**config.mk**
```make
export PLATFORM = sky130hd
export DESIGN_NAME = adc_dac_loop_avg
export DESIGN_NICKNAME = d
export VERILOG_FILES = /design/src/rtl/adc_dac_loop_avg.sv
export SDC_FILE = /design/constraint.sdc
export NUM_CORES = 2
export LEC_CHECK = 0
export ABC_AREA = 0
export BUFFER_PORTS_ARGS = -buffer_cell sky130_fd_sc_hd__buf_2
export CAP_MARGIN = 20
export CORE_ASPECT_RATIO = 0.75
export CORE_UTILIZATION = 60
export CTS_CLUSTER_SIZE = 10
export DETAILED_ROUTE_END_ITERATION = 6
export PLACE_DENSITY = 0.9
export SYNTH_ARGS = -nofsm -noshare
export SYNTH_HDL_FRONTEND = slang
export SYNTH_SLANG_ARGS = --single-unit
```
**constraint.sdc**
```tcl
create_clock -name ADC_CLK -period 10.9 [get_ports ADC_CLK]
set_clock_uncertainty 0.1 [all_clocks]
set_input_delay 1.09 -clock ADC_CLK [delete_from_list [all_inputs] [get_ports ADC_CLK]]
set_output_delay 1.09 -clock ADC_CLK [all_outputs]
set_load 0.02 [all_outputs]
```
**src/rtl/adc_dac_loop_avg.sv**
```systemverilog
// Averaging ADC->calibrate->DAC loop: box-car averages 2^LOG2_SAMPS samples,
// applies ADC gain/offset with saturation, then DAC gain/offset with clamping.
module adc_dac_loop_avg #(
   parameter int FLOAT_WIDTH = 32,
   parameter int FRAC_BITS   = 16,
   parameter int ADC_WIDTH   = 12,
   parameter int DAC_WIDTH   = 14,
   parameter int LOG2_SAMPS  = 10
) (
   input  logic                     ADC_CLK,
   input  logic                     RST_N,
   input  logic [ADC_WIDTH-1:0]     ADC_DATA_IN,
   input  logic                     ENABLE,
   input  logic [1:0]               MODE,
   input  logic [4*FLOAT_WIDTH-1:0] CFG_IN,
   output logic [FLOAT_WIDTH-1:0]   REG_DATA,
   output logic [DAC_WIDTH-1:0]     DAC_CODE_OUT,
   output logic                     BUSY,
   output logic                     DONE,
   output logic                     SAT
);

   localparam int FW = FLOAT_WIDTH;
   localparam int AW = ADC_WIDTH + LOG2_SAMPS;
   localparam int PW = ADC_WIDTH + FLOAT_WIDTH;
   localparam int QW = 2 * FLOAT_WIDTH;
   localparam int CW = (LOG2_SAMPS > 0) ? LOG2_SAMPS : 1;

   localparam logic [CW-1:0] CNT_LAST = CW'((64'd1 << LOG2_SAMPS) - 64'd1);

   localparam logic signed [FW-1:0] GAIN_ONE = FW'(64'd1 << FRAC_BITS);
   localparam logic signed [FW-1:0] F_MAX    = {1'b0, {(FW-1){1'b1}}};
   localparam logic signed [FW-1:0] F_MIN    = {1'b1, {(FW-1){1'b0}}};
   localparam logic signed [PW:0]   F_MAX_X  = (PW+1)'(F_MAX);
   localparam logic signed [PW:0]   F_MIN_X  = (PW+1)'(F_MIN);
   localparam logic signed [QW:0]   D_MAX_X  = (QW+1)'((64'd1 << DAC_WIDTH) - 64'd1);

   localparam logic [2:0] S_IDLE    = 3'd0;
   localparam logic [2:0] S_ACQ     = 3'd1;
   localparam logic [2:0] S_MUL     = 3'd2;
   localparam logic [2:0] S_ADC_CAL = 3'd3;
   localparam logic [2:0] S_DAC_CAL = 3'd4;

   logic [2:0]               state;
   logic [2:0]               state_next;
   logic                     en_q;
   logic                     en_d;
   logic                     start;
   logic                     cont_q;
   logic signed [FW-1:0]     adc_gain_q;
   logic signed [FW-1:0]     adc_off_q;
   logic signed [FW-1:0]     dac_gain_q;
   logic signed [FW-1:0]     dac_off_q;
   logic signed [AW-1:0]     acc;
   logic [CW-1:0]            cnt;
   logic signed [AW-1:0]     sample_ext;
   logic signed [ADC_WIDTH-1:0] avg;
   logic signed [PW-1:0]     prod_q;
   logic signed [PW:0]       adc_sum;
   logic signed [FW-1:0]     adc_val;
   logic                     adc_clip;
   logic                     adc_clip_q;
   logic signed [FW-1:0]     reg_q;
   logic signed [QW-1:0]     dac_prod;
   logic signed [QW:0]       dac_sum;
   logic [DAC_WIDTH-1:0]     dac_val;
   logic                     dac_clip;
   logic [DAC_WIDTH-1:0]     dac_q;
   logic                     busy_q;
   logic                     done_q;
   logic                     sat_q;

   assign start      = (state == S_IDLE) && en_q && !en_d;
   assign sample_ext = AW'(signed'(ADC_DATA_IN));

   // Next-state logic; a low registered ENABLE aborts any stage before DAC_CAL.
   always_comb begin
      state_next = state;
      case (state)
         S_IDLE:    if (start) state_next = S_ACQ;
         S_ACQ:     if (!en_q) state_next = S_IDLE;
                    else if (cnt == CNT_LAST) state_next = S_MUL;
         S_MUL:     state_next = en_q ? S_ADC_CAL : S_IDLE;
         S_ADC_CAL: state_next = en_q ? S_DAC_CAL : S_IDLE;
         S_DAC_CAL: state_next = (cont_q && en_q) ? S_ACQ : S_IDLE;
         default:   state_next = S_IDLE;
      endcase
   end

   // ADC stage: floor average, fixed-point offset add, saturate to signed FW.
   always_comb begin
      avg      = ADC_WIDTH'(acc >>> LOG2_SAMPS);
      adc_sum  = (PW+1)'(prod_q >>> FRAC_BITS) + (PW+1)'(adc_off_q);
      adc_val  = adc_sum[FW-1:0];
      adc_clip = 1'b0;
      if (adc_sum > F_MAX_X) begin
         adc_val  = F_MAX;
         adc_clip = 1'b1;
      end else if (adc_sum < F_MIN_X) begin
         adc_val  = F_MIN;
         adc_clip = 1'b1;
      end
   end

   // DAC stage: scale the calibrated value and clamp into the unsigned code range.
   always_comb begin
      dac_prod = QW'(reg_q) * QW'(dac_gain_q);
      dac_sum  = (QW+1)'(dac_prod >>> FRAC_BITS) + (QW+1)'(dac_off_q);
      dac_val  = dac_sum[DAC_WIDTH-1:0];
      dac_clip = 1'b0;
      if (dac_sum < 0) begin
         dac_val  = '0;
         dac_clip = 1'b1;
      end else if (dac_sum > D_MAX_X) begin
         dac_val  = {DAC_WIDTH{1'b1}};
         dac_clip = 1'b1;
      end
   end

   // The ENABLE history resets high so a level held through reset never reads as a new edge.
   always_ff @(posedge ADC_CLK or negedge RST_N) begin
      if (!RST_N) begin
         state      <= S_IDLE;
         en_q       <= 1'b1;
         en_d       <= 1'b1;
         cont_q     <= 1'b0;
         adc_gain_q <= '0;
         adc_off_q  <= '0;
         dac_gain_q <= '0;
         dac_off_q  <= '0;
         acc        <= '0;
         cnt        <= '0;
         prod_q     <= '0;
         adc_clip_q <= 1'b0;
         reg_q      <= '0;
         dac_q      <= '0;
         busy_q     <= 1'b0;
         done_q     <= 1'b0;
         sat_q      <= 1'b0;
      end else begin
         en_q   <= ENABLE;
         en_d   <= en_q;
         state  <= state_next;
         busy_q <= (state_next != S_IDLE);
         done_q <= 1'b0;
         case (state)
            S_IDLE: begin
               if (start) begin
                  cont_q     <= (MODE == 2'd1);
                  adc_gain_q <= (MODE == 2'd2) ? GAIN_ONE : signed'(CFG_IN[FW-1:0]);
                  adc_off_q  <= (MODE == 2'd2) ? '0 : signed'(CFG_IN[2*FW-1:FW]);
                  dac_gain_q <= (MODE == 2'd2) ? GAIN_ONE : signed'(CFG_IN[3*FW-1:2*FW]);
                  dac_off_q  <= (MODE == 2'd2) ? '0 : signed'(CFG_IN[4*FW-1:3*FW]);
                  acc        <= '0;
                  cnt        <= '0;
                  adc_clip_q <= 1'b0;
                  sat_q      <= 1'b0;
               end
            end
            S_ACQ: begin
               if (!en_q) begin
                  cnt <= '0;
               end else begin
                  acc <= acc + sample_ext;
                  cnt <= (cnt == CNT_LAST) ? '0 : cnt + CW'(1);
               end
            end
            S_MUL: begin
               if (en_q) prod_q <= PW'(avg) * PW'(adc_gain_q);
            end
            S_ADC_CAL: begin
               if (en_q) begin
                  reg_q      <= adc_val;
                  adc_clip_q <= adc_clip;
               end
            end
            S_DAC_CAL: begin
               dac_q  <= dac_val;
               sat_q  <= adc_clip_q | dac_clip;
               done_q <= 1'b1;
               if (cont_q && en_q) begin
                  acc        <= '0;
                  cnt        <= '0;
                  adc_clip_q <= 1'b0;
               end
            end
            default: ;
         endcase
      end
   end

   assign REG_DATA     = reg_q;
   assign DAC_CODE_OUT = dac_q;
   assign BUSY         = busy_q;
   assign DONE         = done_q;
   assign SAT          = sat_q;

endmodule

```
Word level (Yosys, flattened, before mapping). Cells that the tools add are included.

Flip-flop bits (word level): 260. Bits of input ports: 145. Output and inout bits: 49. Word-level logic and storage cells: 89.

Add/subtract/negate cells: 4. $mul: 2. Order comparisons: 4. Equal/unequal tests: 11. Mux-type cells: 34. Bitwise operators: 1. Reduce and logical (&&, ||, !) cells: 16.

Operators with widths (count): 32-bit 2-to-1 mux (6); 22-bit 2-to-1 mux (3); 22-bit one-hot mux with 3 select lines (1); 32-bit by 32-bit multiplier with 64-bit output (1); 48-bit by 32-bit adder with 49-bit output (1); 49-bit by 15-bit greater-than comparator with 1-bit output, second input constant (1); 49-bit by 1-bit < comparator with 1-bit output, second input constant (1); 12-bit by 32-bit multiplier with 44-bit output (1); 10-bit 2-to-1 mux (4); 28-bit by 32-bit adder with 33-bit output (1); 33-bit by 32-bit greater-than comparator with 1-bit output, second input constant (1); 33-bit by 32-bit < comparator with 1-bit output, second input constant (1); 10-bit one-hot mux with 3 select lines (1); 14-bit 2-to-1 mux (2); 22-bit by 12-bit adder with 22-bit output (1); 3-bit one-hot mux with 5 select lines (1); 3-bit 2-to-1 mux (4); 10-bit by 1-bit adder with 10-bit output, second input constant (1); 10-bit == test, second input constant (1); 1-bit 2-to-1 mux (9); 3-bit nonzero test (3); 2-bit != test, second input constant (4); 2-bit AND reduction (4); 4-bit AND reduction (2); other kinds (14) (17).

Depth between registers and ports, before layout.
Depth after elaboration: 7. Mapped depth: 43. Mapped depth without buffers: 40.

Least setup slack after synthesis. No wires, ideal clock.

Path kind: reg-to-reg. Start point: register reg_q[31], in the netlist REG_DATA[31]. End point: register dac_q[10], in the netlist DAC_CODE_OUT[10]. Setup time: 156 ps. Arrival: 10095 ps. Required time: 10644 ps. Setup slack: 549 ps. Stages on the path, launching flop included: 35. Buffers on the path: 2. Clock period less this slack: 10351 ps. Cells stage by stage: dfrtp_1 > clkbuf_1 > nand2_1 > inv_1 > fa_1 > fa_1 > fa_1 > fa_1 > fa_1 > fa_1 > fa_1 > fa_1 > ha_1 > a21o_1 > a21oi_1 > o21bai_1 > a21o_1 > a221o_1 > a221o_1 > o21a_1 > nor2_1 > o21bai_1 > a21oi_1 > xnor2_1 > ha_1 > a21o_1 > a31oi_1 > a21boi_0 > inv_1 > or3_4 > a2111oi_4 > nand4_2 > nor4_4 > buf_6 > a41oi_2.

Word-level cells in the longest chain between the ends: 5. Elaborated cells between the ends (all ways): 6. Classes of those cells: add/sub (1); mul (1); order compare (2); mux (2).

RTL lines: start: declaration (RTL line 63) `logic signed [FW-1:0] reg_q;`; start signal: assignment (RTL line 173) `reg_q <= adc_val;`; 32-bit by 32-bit multiplier with 64-bit output (*) (RTL line 107) `dac_prod = QW'(reg_q) * QW'(dac_gain_q);`; 48-bit by 32-bit adder with 49-bit output (*) (RTL line 108) `dac_sum = (QW+1)'(dac_prod >>> FRAC_BITS) + (QW+1)'(dac_off_q);`; 49-bit by 15-bit greater-than comparator with 1-bit output (RTL line 114) `end else if (dac_sum > D_MAX_X) begin`; 14-bit 2-to-1 mux (RTL line 114); 14-bit 2-to-1 mux (*) (RTL line 111) `if (dac_sum < 0) begin`; end signal: assignment (RTL line 178) `dac_q <= dac_val;`; end: declaration (RTL line 68) `logic [DAC_WIDTH-1:0] dac_q;`.

Every way passes the cells marked *; elsewhere a longest branch is shown, timed or not. A chain may end at the register's enable or synchronous reset.

Worst setup path after layout.
Start point: register reg_q[12], in the netlist REG_DATA[12]. End point: register dac_q[2], in the netlist DAC_CODE_OUT[2].

Same word-level chain as after synthesis.

==> out/results.ini <==
[die]
start_util_pct = 60.6
die_height_um = 282
num_rows = 102
die_w_um = 375
coreArea_sq_mm = 0.103
ios = 194
die_area_sq_mm = 0.106

[grt]
grt_pass1_vias = 53193
top_usage_layer = met2
use_met3_pct = 19.6
grt_max_degree = 71
globalRouteOverflowTotal = 0
use_met1_pct = 48.3
met2_usage_pct = 51.4
grt_pass1_wl_mm = 297
grt_use_total_pct = 36.6
antenna_found_initial = 8

[layout]
drive_gt1_share_pct = 7.62
final_util_pct = 64.8
stdcell_count = 8332
area_delta_synth_final_pct = 6.92
nNetsFinal = 8899
final_cell_mix = 1412 x fa_1, 1352 x inv_1, 1080 x nand2_1
mostFrequentLayoutCell = fa_1
final_cell_area_sq_mm = 0.0670

[detailed_routing]
dr.first_iter.drc_count = 5704
wl_per_cell_um = 22.5
antenna_left = 0
drc = 8
drt-vias-per-instance = 6.00
drt_pre_antenna_iters = 7
num_vias = 49961
routed_wl_mm = 188

[cts]
htreeDepth = 2
cts_max_path_buffers = 3
path_clk_slew_ns = 0.07
worstSkewPairLatency_ns = 0.61
hold_buffers = 0
cts_sinks = 244
cts-root-buf = clkbuf_16
cts_tree = built
cts_inserted_buffers = 34

[synth]
netlist_area_sq_mm = 0.0626
synth_nets = 8823
synth-edff-count = 0
synth_cells = 6879
synth-seq-cells = 244
ys_async_sr_fraction_pct = 100
yosysSeqAreaShare_pct = 9.75
ys_dominant_reg_cell = dfrtp_1
synth_warnings = 0
ys_types = 81
avgSynthCellArea_sq_um = 9.10

[setup_path]
path_delay_family = adder cells
cp.required_ns = 11.22
cp_slowest_cell = fa_1
slowest_delay_ns = 0.73
path_class = flop to flop
arrival_ns = 11.10
endpoint_kind = flop
start_kind = flop
cp_num_buf_inv = 7
worstPathMaxFanout = 19
cpMostUsedCell = fa_1

[outcome]
status = finished with violations
violations = design-rule violations

[power]
p_leak_nw = 33.8
ir_drop_mv = 0.162
p_total_mw = 7.88
power.density_mw_per_mm2 = 118

[sta]
fin_ws_ns = 0.129
finalMaxSlewViolations = 0
fmax_ghz = 0.0928
min_period_ns = 10.77
tightestPinTransition_ns = 1.10
holdWs_ns = 0.325
fin_crit_sh_pct = 98.8
hold_viol = 0
relSlewSlack_pct = 26.3
setup_viol = 0
tns_ns = 0

[place]
pre_cts_ws_ns = 0.0862
routabilityCongestion = 1.05
dpl.hpwl_mm = 153
io_buffers = 193
placedCellCount = 8262
placed_cell_area_sq_mm = 0.0655

[run]
max_cap_violations = 0

[hold_path]
hp-class = input port to async pin

-- synth_stat cells, types with 28 or more instances --
| cell | n | area [sq um] |
|---|---|---|
| dfrtp_1 | 242 | 6060 |
| a21oi_1 | 180 | 901 |
| nand2_1 | 1080 | 4050 |
| inv_1 | 1353 | 5080 |
| nand2b_1 | 62 | 388 |
| o21bai_1 | 28 | 210 |
| and2_1 | 697 | 4360 |
| a21o_1 | 85 | 638 |
| clkbuf_1 | 345 | 1290 |
| nand4_1 | 29 | 181 |
| xnor2_1 | 100 | 876 |
| xor2_1 | 64 | 561 |
| fa_1 | 1420 | 28400 |
| ha_1 | 379 | 4740 |
| nor3_1 | 34 | 170 |
| nand3_1 | 166 | 831 |
| nor2_1 | 149 | 559 |
| o21ai_0 | 157 | 786 |
-- worst reg2reg max path, delay by kind of cell (launching register included) --
kind                     cells  cell delay [ns]
AND/OR/NAND/NOR              8             1.67
flip-flops                   1             0.50
buffers and inverters        7             0.99
XOR/XNOR                     1             0.18
AO/OA/AOI/OAI               10             2.08
adder cells (fa/ha/maj)     10             5.06
-- power by group --
group / internal (mW) / switching (mW)
Combinational: 2.07 / 3.29
Clock: 0.688 / 0.519
Sequential: 1.02 / 0.289
-- final cells by class --
type | instances | area [sq um]
antenna | 1 | 2.50
clock buffer | 49 | 957
clock inverter | 11 | 174
fill | 7478 | 36400
inverter | 1354 | 5080
multi-input combinational | 4932 | 50300
sequential | 244 | 6140
tap | 1352 | 1690
timing repair buffer | 389 | 2610
-- timing repair --
action | 4_1_cts | 5_1_grt
endpoints found under the setup margin | 2 | 15
pin swaps | 0 | 10
buffers inserted | 0 | 6
resized for setup | 1 | 79
gates cloned | 0 | 1
-- logic make-up after synthesis --
group | synth area share [%]
and+or+nand+nor | 17.9
adders and majority gates | 53.3
buffers and inverters | 10.2
AOI/OAI and AO/OA | 6.57
DFF | 9.75
xor gates and xnor gates | 2.29
muxes | 0.0480
-- flip-flops by register name, indices dropped and copies added (netlist names), 3 cells and up --
register,count
DAC_CODE_OUT,14
REG_DATA,32
acc,22
adc_gain_q,32
adc_off_q,32
cnt,10
dac_gain_q,32
dac_off_q,32
prod_q,28
state,3
-- metal layers --
metal,vias to the layer above,part of all wire (%),routed length [um]
met1,24893,36,68200
li1,20808,-,-
met4,12,4.0,7470
met2,3631,42,78100
met3,617,18,34000
met5,-,0.060,112
-- final timing paths --
| kind | startpoint | endpoint | slack [ns] | cells past startpoint |
|---|---|---|---|---|
| max | REG_DATA[12] | DAC_CODE_OUT[2] | 0.13 | 36 |
| min | RST_N | acc[15] | 0.33 | 1 |
| max reg2reg | REG_DATA[12] | DAC_CODE_OUT[2] | 0.13 | 36 |
| min reg2reg | en_q | en_d | 0.35 | 0 |
| max in group asynchronous | RST_N | REG_DATA[10] | 8.81 | 2 |
| min in group ADC_CLK | en_q | en_d | 0.35 | 0 |
(Power assumes the default switching activity.)
